[src/rtl/cp0_pkg.sv]
// Shared CP0 definitions: register addresses, exception codes and field masks.
package cp0_pkg;

   localparam int unsigned DATA_W = 32;
   localparam int unsigned ADDR_W = 8;

   // {rd[4:0], sel[2:0]} register addresses
   localparam logic [ADDR_W-1:0] CP0_INDEX    = 8'h00;
   localparam logic [ADDR_W-1:0] CP0_ENTRYLO0 = 8'h10;
   localparam logic [ADDR_W-1:0] CP0_ENTRYLO1 = 8'h18;
   localparam logic [ADDR_W-1:0] CP0_BADVADDR = 8'h40;
   localparam logic [ADDR_W-1:0] CP0_COUNT    = 8'h48;
   localparam logic [ADDR_W-1:0] CP0_ENTRYHI  = 8'h50;
   localparam logic [ADDR_W-1:0] CP0_COMPARE  = 8'h58;
   localparam logic [ADDR_W-1:0] CP0_STATUS   = 8'h60;
   localparam logic [ADDR_W-1:0] CP0_CAUSE    = 8'h68;
   localparam logic [ADDR_W-1:0] CP0_EPC      = 8'h70;

   // Cause.ExcCode values
   localparam logic [4:0] EXC_INT  = 5'd0;
   localparam logic [4:0] EXC_MOD  = 5'd1;
   localparam logic [4:0] EXC_TLBL = 5'd2;
   localparam logic [4:0] EXC_TLBS = 5'd3;
   localparam logic [4:0] EXC_ADEL = 5'd4;
   localparam logic [4:0] EXC_ADES = 5'd5;
   localparam logic [4:0] EXC_SYS  = 5'd8;
   localparam logic [4:0] EXC_BP   = 5'd9;
   localparam logic [4:0] EXC_RI   = 5'd10;
   localparam logic [4:0] EXC_OV   = 5'd12;

   // Implemented-bit masks
   localparam logic [DATA_W-1:0] ENTRYHI_MASK = 32'hFFFF_E0FF;
   localparam logic [DATA_W-1:0] ENTRYLO_MASK = 32'h03FF_FFFF;
   localparam logic [DATA_W-1:0] STATUS_BEV   = 32'h0040_0000;

   // TLB refill/invalid/modified exceptions reload EntryHi.VPN2
   function automatic logic is_tlb_exc(input logic [4:0] code);
      return (code == EXC_MOD) || (code == EXC_TLBL) || (code == EXC_TLBS);
   endfunction

   // Exceptions that carry a faulting address into BadVAddr
   function automatic logic is_addr_exc(input logic [4:0] code);
      return (code >= EXC_MOD) && (code <= EXC_ADES);
   endfunction

endpackage

[src/rtl/cp0_timer.sv]
// Count/Compare timer with prescaler and sticky timer interrupt.
module cp0_timer
   import cp0_pkg::*;
#(
   parameter int unsigned COUNT_DIV = 2
) (
   input  logic              clk,
   input  logic              reset,
   input  logic              i_count_we,
   input  logic              i_compare_we,
   input  logic [DATA_W-1:0] i_wdata,
   output logic [DATA_W-1:0] o_count,
   output logic [DATA_W-1:0] o_compare,
   output logic              o_ti
);

   localparam int unsigned   PRE_W   = (COUNT_DIV > 1) ? $clog2(COUNT_DIV) : 1;
   localparam logic [PRE_W-1:0] PRE_MAX = PRE_W'(COUNT_DIV - 1);

   logic [PRE_W-1:0]  r_pre;
   logic [DATA_W-1:0] r_count;
   logic [DATA_W-1:0] r_compare;
   logic              r_ti;
   logic              r_count_wr;
   logic              w_wrap;
   logic              w_match;

   assign w_wrap  = (r_pre == PRE_MAX);
   // A zero Compare only matches when software just loaded Count to zero
   assign w_match = (r_count == r_compare) && ((r_compare != '0) || r_count_wr);

   // Count/prescaler, Compare and TI state
   always_ff @(posedge clk) begin
      if (reset) begin
         r_pre      <= '0;
         r_count    <= '0;
         r_compare  <= '0;
         r_ti       <= 1'b0;
         r_count_wr <= 1'b0;
      end else begin
         if (i_count_we) begin
            r_count <= i_wdata;
            r_pre   <= '0;
         end else if (w_wrap) begin
            r_count <= r_count + 32'd1;
            r_pre   <= '0;
         end else begin
            r_pre   <= r_pre + PRE_W'(1);
         end
         if (i_compare_we) r_compare <= i_wdata;
         if (i_compare_we)  r_ti <= 1'b0;
         else if (w_match)  r_ti <= 1'b1;
         r_count_wr <= i_count_we;
      end
   end

   assign o_count   = r_count;
   assign o_compare = r_compare;
   assign o_ti      = r_ti;

endmodule

[src/rtl/cp0_csr_unit.sv]
// CP0 register file written from WB: status, cause, exception, TLB and timer state.
module cp0_csr_unit
   import cp0_pkg::*;
#(
   parameter int unsigned NUM_HW_INT = 6,
   parameter int unsigned COUNT_DIV  = 2,
   parameter int unsigned TLB_IDX_W  = 4
) (
   input  logic                  clk,
   input  logic                  reset,
   input  logic                  mtc0_we,
   input  logic [ADDR_W-1:0]     cp0_addr,
   input  logic [DATA_W-1:0]     cp0_wdata,
   output logic [DATA_W-1:0]     cp0_rdata,
   input  logic                  wb_ex,
   input  logic [4:0]            wb_excode,
   input  logic                  wb_bd,
   input  logic [DATA_W-1:0]     wb_pc,
   input  logic [DATA_W-1:0]     wb_badvaddr,
   input  logic                  eret_flush,
   input  logic                  tlbp_we,
   input  logic                  tlbp_miss,
   input  logic [TLB_IDX_W-1:0]  tlbp_idx,
   input  logic                  tlbr_we,
   input  logic [DATA_W-1:0]     tlbr_entryhi,
   input  logic [DATA_W-1:0]     tlbr_entrylo0,
   input  logic [DATA_W-1:0]     tlbr_entrylo1,
   input  logic [NUM_HW_INT-1:0] ext_int,
   output logic [DATA_W-1:0]     epc_out,
   output logic [DATA_W-1:0]     entryhi_out,
   output logic [DATA_W-1:0]     entrylo0_out,
   output logic [DATA_W-1:0]     entrylo1_out,
   output logic [TLB_IDX_W-1:0]  index_out,
   output logic                  status_exl,
   output logic                  int_pending
);

   logic [7:0]            r_im;
   logic                  r_ie;
   logic                  r_exl;
   logic                  r_bd;
   logic [4:0]            r_exccode;
   logic [1:0]            r_ip_sw;
   logic [NUM_HW_INT-1:0] r_ip_hw;
   logic [DATA_W-1:0]     r_epc;
   logic [DATA_W-1:0]     r_badvaddr;
   logic [DATA_W-1:0]     r_entryhi;
   logic [DATA_W-1:0]     r_entrylo0;
   logic [DATA_W-1:0]     r_entrylo1;
   logic                  r_index_p;
   logic [TLB_IDX_W-1:0]  r_index;
   logic                  r_int_pending;

   logic                  w_wr_index, w_wr_lo0, w_wr_lo1, w_wr_count, w_wr_hi;
   logic                  w_wr_compare, w_wr_status, w_wr_cause, w_wr_epc;
   logic                  w_ti;
   logic [DATA_W-1:0]     w_count;
   logic [DATA_W-1:0]     w_compare;
   logic [7:0]            w_ip;
   logic [DATA_W-1:0]     w_exc_epc;
   logic                  w_exc_hi;

   assign w_wr_index   = mtc0_we && (cp0_addr == CP0_INDEX);
   assign w_wr_lo0     = mtc0_we && (cp0_addr == CP0_ENTRYLO0);
   assign w_wr_lo1     = mtc0_we && (cp0_addr == CP0_ENTRYLO1);
   assign w_wr_count   = mtc0_we && (cp0_addr == CP0_COUNT);
   assign w_wr_hi      = mtc0_we && (cp0_addr == CP0_ENTRYHI);
   assign w_wr_compare = mtc0_we && (cp0_addr == CP0_COMPARE);
   assign w_wr_status  = mtc0_we && (cp0_addr == CP0_STATUS);
   assign w_wr_cause   = mtc0_we && (cp0_addr == CP0_CAUSE);
   assign w_wr_epc     = mtc0_we && (cp0_addr == CP0_EPC);

   assign w_ip      = (8'(r_ip_hw) << 2) | {w_ti, 5'b0, r_ip_sw};
   assign w_exc_epc = wb_bd ? (wb_pc - 32'd4) : wb_pc;
   assign w_exc_hi  = wb_ex && is_tlb_exc(wb_excode);

   cp0_timer #(.COUNT_DIV(COUNT_DIV)) u_timer (
      .clk          (clk),
      .reset        (reset),
      .i_count_we   (w_wr_count),
      .i_compare_we (w_wr_compare),
      .i_wdata      (cp0_wdata),
      .o_count      (w_count),
      .o_compare    (w_compare),
      .o_ti         (w_ti)
   );

   // Reset-initialised register state with exception > TLB > mtc0 priority
   always_ff @(posedge clk) begin
      if (reset) begin
         r_im          <= '0;
         r_ie          <= 1'b0;
         r_exl         <= 1'b0;
         r_bd          <= 1'b0;
         r_exccode     <= '0;
         r_ip_sw       <= '0;
         r_ip_hw       <= '0;
         r_entryhi     <= '0;
         r_entrylo0    <= '0;
         r_entrylo1    <= '0;
         r_index_p     <= 1'b0;
         r_index       <= '0;
         r_int_pending <= 1'b0;
      end else begin
         if (w_wr_status) begin
            r_im <= cp0_wdata[15:8];
            r_ie <= cp0_wdata[0];
         end
         if (wb_ex)            r_exl <= 1'b1;
         else if (eret_flush)  r_exl <= 1'b0;
         else if (w_wr_status) r_exl <= cp0_wdata[1];

         if (wb_ex) begin
            r_exccode <= wb_excode;
            if (!r_exl) r_bd <= wb_bd;
         end
         if (w_wr_cause) r_ip_sw <= cp0_wdata[9:8];
         r_ip_hw <= ext_int;

         if (w_exc_hi)     r_entryhi[31:13] <= wb_badvaddr[31:13];
         else if (tlbr_we) r_entryhi <= tlbr_entryhi & ENTRYHI_MASK;
         else if (w_wr_hi) r_entryhi <= cp0_wdata & ENTRYHI_MASK;

         if (tlbr_we)       r_entrylo0 <= tlbr_entrylo0 & ENTRYLO_MASK;
         else if (w_wr_lo0) r_entrylo0 <= cp0_wdata & ENTRYLO_MASK;
         if (tlbr_we)       r_entrylo1 <= tlbr_entrylo1 & ENTRYLO_MASK;
         else if (w_wr_lo1) r_entrylo1 <= cp0_wdata & ENTRYLO_MASK;

         if (tlbp_we) begin
            r_index_p <= tlbp_miss;
            r_index   <= tlbp_idx;
         end else if (w_wr_index) begin
            r_index   <= cp0_wdata[TLB_IDX_W-1:0];
         end

         r_int_pending <= r_ie & ~r_exl & (|(r_im & w_ip));
      end
   end

   // EPC and BadVAddr carry no reset value
   always_ff @(posedge clk) begin
      if (wb_ex && !r_exl) r_epc <= w_exc_epc;
      else if (w_wr_epc)   r_epc <= cp0_wdata;
      if (wb_ex && is_addr_exc(wb_excode)) r_badvaddr <= wb_badvaddr;
   end

   // mfc0 read mux on pre-write state
   always_comb begin
      cp0_rdata = '0;
      case (cp0_addr)
         CP0_INDEX:    cp0_rdata = {r_index_p, 31'b0} | 32'(r_index);
         CP0_ENTRYLO0: cp0_rdata = r_entrylo0;
         CP0_ENTRYLO1: cp0_rdata = r_entrylo1;
         CP0_BADVADDR: cp0_rdata = r_badvaddr;
         CP0_COUNT:    cp0_rdata = w_count;
         CP0_ENTRYHI:  cp0_rdata = r_entryhi;
         CP0_COMPARE:  cp0_rdata = w_compare;
         CP0_STATUS:   cp0_rdata = STATUS_BEV | {16'b0, r_im, 6'b0, r_exl, r_ie};
         CP0_CAUSE:    cp0_rdata = {r_bd, w_ti, 14'b0, w_ip, 1'b0, r_exccode, 2'b0};
         CP0_EPC:      cp0_rdata = r_epc;
         default:      cp0_rdata = '0;
      endcase
   end

   assign epc_out      = r_epc;
   assign entryhi_out  = r_entryhi;
   assign entrylo0_out = r_entrylo0;
   assign entrylo1_out = r_entrylo1;
   assign index_out    = r_index;
   assign status_exl   = r_exl;
   assign int_pending  = r_int_pending;

endmodule

[config.mk]
export PLATFORM = sky130hd
export DESIGN_NAME = cp0_csr_unit
export DESIGN_NICKNAME = d
export VERILOG_FILES = /design/src/rtl/cp0_pkg.sv /design/src/rtl/cp0_timer.sv /design/src/rtl/cp0_csr_unit.sv
export SDC_FILE = /design/constraint.sdc
export NUM_CORES = 1
export LEC_CHECK = 0
export ABC_AREA = 0
export CAP_MARGIN = 25
export CORE_ASPECT_RATIO = 1.75
export CORE_MARGIN = 2
export CORE_UTILIZATION = 43
export CTS_BUF_LIST = sky130_fd_sc_hd__clkbuf_8 sky130_fd_sc_hd__clkbuf_16
export DETAILED_ROUTE_END_ITERATION = 10
export PLACE_DENSITY = 0.74
export SYNTH_ARGS = -nofsm -noshare
export SYNTH_HDL_FRONTEND = slang
export SYNTH_SLANG_ARGS = --single-unit
[constraint.sdc]
create_clock -name clk -period 3.96 [get_ports clk]
set_input_delay 0.792 -clock clk [delete_from_list [all_inputs] [get_ports clk]]
set_output_delay 0.792 -clock clk [all_outputs]
set_load 0.02 [all_outputs]
==> impl_results.md <==
* Status: completed
* Slew Viols, Final at 0
* Initial drt markers at 1186
* Largest net degree at the start of global routing at 71
* HPWL Detailed at 40.5 mm
* Worst Path Required at 3.17 ns
* DRC at 0
* R2R Setup Slk at 1.11 ns
* Fraction of final layout cells with drive strength greater than 1 at 13.7%
* DRT Pass-1 Iters at 10
* Hold Crit Start: entryhi_out[19]
* Hold Crit Class: reg -> reg
* FP Rows at 82
* Post-Place Cells at 2091
* Clock buffer count from CTS at 24
* Die X at 133 um
* Initial core utilization at 43.8%
* Vias/cell at 6.01
* Pwr per Cell Area at 331 nW/um2
* Distinct cells, synth at 58
* Nets at 1973
* Setup_tns at 0 ns
* Clk_skew at 0.0223 ns
* Hold-fix buffers, CTS at 0
* Vias in the first global route at 12500
* Final setup viols at 0
* P_leak at 6.94 nW
* Final ANT Viol Nets at 0
* Clk network pwr share at 37.7%
* Reg clk slew, reported paths at 0.06 ns
* Placed cell area at 17100 um2
* Synth Flop Type: dfxtp_1
* R2R Path End: u_timer.o_count[31]
* Cell Area, Synth at 12500 um2
* Hold WS at 0.478 ns
* First-pass GRT wire length at 78.0 mm
* Synth Warn # at 0
* Top Ports at 390
* Critical Path AT at 3.15 ns
* P_sw at 0.00159 W
* Post-Layout Cell Count at 2145
* GPL Wtd Cong at 0.949
* Cells after synthesis at 1363
* Antenna violations before repair at 2
* Core area at 28600 um2
* Sequential fraction of design power at 46.0%
* CP Max Fanout at 8
* Sequential cell area fraction in the yosys report at 43.4%
* Hold Path Sink: entryhi_out[19]
* Seq cells post-synth at 240
* Fmax at 0.254 GHz
* Synth cell count leaders: dfxtp_1, nand2_1, nor2_1
* Critical Path Start Type: input port
* Relative slew margins at 37.9%
* Minimum clock period at 3.94 ns
* Crit Path Category: in -> out
* Buffers on Ports at 355
* Post-synth ARST share at 0%
* Max IR drop VDD at 302 uV
* H-tree lvl count at 1
* Die extent in y at 230 um
* Post-synth EDFFs at 64
* Top cell type's share of synthesized area at 28.1%
* Filler cell count at 2425
* Switching part of the total at 26.8%
* Reg2reg start: u_timer.o_count[7]
* Area contributors post-synth: dfxtp_1, edfxtp_1, mux2i_1, mux2_2, nand2_1
* Crit end category: output pin
* Max Cap Viol at 0
* Final hold violation count at 0
* Clock Sinks at 240
* CTS tree: built
* Die Area at 30600 um2
* Fin crit share at 99.5%
* Least-Margin Pin Slew at 0.919 ns
* Synth area leader: dfxtp_1
* Via count at 12900
* Post-layout instance area at 18000 um2
* Grt ovf at 0
* Maximum clock insertion buffer count at 3
* Total track usage at 33.8%
* RSZ-0062 raised after global routing: no
* Worst-skew pair later-pin latency at 0.54 ns
* Root Buffer: clkbuf_16
* Routed len/inst at 25.1 um
* Syn avg cell area at 9.20 um2
* Worst r2r path cells at 5
* Most common cell in the netlist: dfxtp_1
* Int Pwr at 0.00436 W
* Hold path cells at 2
* Routed WL at 53.9 mm
* Layout Area Growth over Synthesis at 43.4%
* Logic pwr share at 16.3%
-- cell type report --
| type | count | area, um2 | area share [%] |
|---|---|---|---|
| diodes | 2 | 5.00 | 0.0278 |
| clock buffers | 27 | 653 | 3.63 |
| clock inverters | 17 | 108 | 0.599 |
| inverters | 9 | 33.8 | 0.188 |
| multi-input cells | 1005 | 6680 | 37.2 |
| flip-flops and latches | 240 | 5450 | 30.3 |
| well taps | 378 | 473 | 2.63 |
| repair buffers | 467 | 4570 | 25.4 |
-- metal layers --
metal,part of all wire (%),global-route usage (%),wire (um)
met3,7.4,4.56,3980
met1,35,37.0,19000
met2,49,59.4,26500
met4,8.2,24.6,4390
met5,0,0,0
-- power by group through the flow --
stage / combinational [W] / sequential (W) / clock, W
2_1_floorplan: 0.000324 / 0.00284 / 0
3_3_place_gp: 0.000946 / 0.00279 / 0
3_5_place_dp: 0.000958 / 0.00279 / 0
4_1_cts: 0.000966 / 0.00273 / 0.00225
6_report: 0.000970 / 0.00274 / 0.00224
5_1_grt: 0.00102 / 0.00274 / 0.00234
-- cell families after synthesis --
group | share of synthesized area, %
AOI/OAI and AO/OA | 15.3
and+or+nand+nor | 17.4
muxes | 13.0
other | 0.0299
xor gates and xnor gates | 6.01
buffers and inverters | 4.62
DFF | 43.4
adders and majority gates | 0.200
-- state kept, by name, indices dropped and copies added, names as in the netlist, 4 cells and up --
name               cells
entrylo0_out          26
entryhi_out           27
index_out              4
epc_out               32
entrylo1_out          26
u_timer.o_count       32
r_im                   8
r_badvaddr            32
r_exccode              5
r_ip_hw                6
u_timer.o_compare     32
-- placed cells by master (no fill, tap or decap), drive strengths merged, types with 17 or more instances in the layout --
cell type / n
clkdlybuf4s50: 313
dfxtp: 176
nand2: 172
nor2: 124
buf: 124
mux2i: 98
xnor2: 69
edfxtp: 64
a21oi: 62
mux2: 58
nand3: 51
a211oi: 41
a22oi: 39
a222oi: 38
o21ai: 38
nor3: 28
nor4: 27
clkbuf: 27
dlygate4sd2: 26
o211ai: 19
inv: 17
xor2: 17
conb: 17
nand4: 17
-- worst max-delay path by stage --
stage	startpoint	end	slack, ns
after floorplan	cp0_addr[1]	epc_out[0]	0.35
after global placement	cp0_addr[0]	cp0_rdata[6]	-0.35
after detailed placement	cp0_addr[1]	cp0_rdata[21]	-0.36
after CTS	cp0_addr[1]	cp0_rdata[21]	0.06
after global routing	cp0_addr[1]	cp0_rdata[18]	0.001
final	cp0_addr[1]	cp0_rdata[21]	0.02
-- through the flow --
stage	utilization, %	worst slack [ns]	power [W]
4_1_cts	62.7	0.0638	0.00595
3_5_place_dp	59.6	-0.364	0.00374
2_1_floorplan	-	0.348	0.00316
6_report	62.8	0.0183	0.00595
3_3_place_gp	59.6	-0.346	0.00373
5_1_grt	62.8	0.00105	0.00611
-- worst max-delay path: stages --
cell and delay (ns):
dlygate4sd2_1 0.25, buf_4 0.15, or4b_4 0.54, buf_8 0.16, nor3_4 0.24, buf_12 0.17
buf_4 0.18, a222oi_1 0.18, nand3_1 0.13, dlygate4sd2_1 0.36
-- what timing repair did --
action                     4_1_cts  5_1_grt
cloned                           1        0
buffers inserted                11        0
resized for setup               48        4
pin swaps                        8        0
setup endpoints to repair       26        3
No activity file was read; power rests on OpenSTA's default activity.
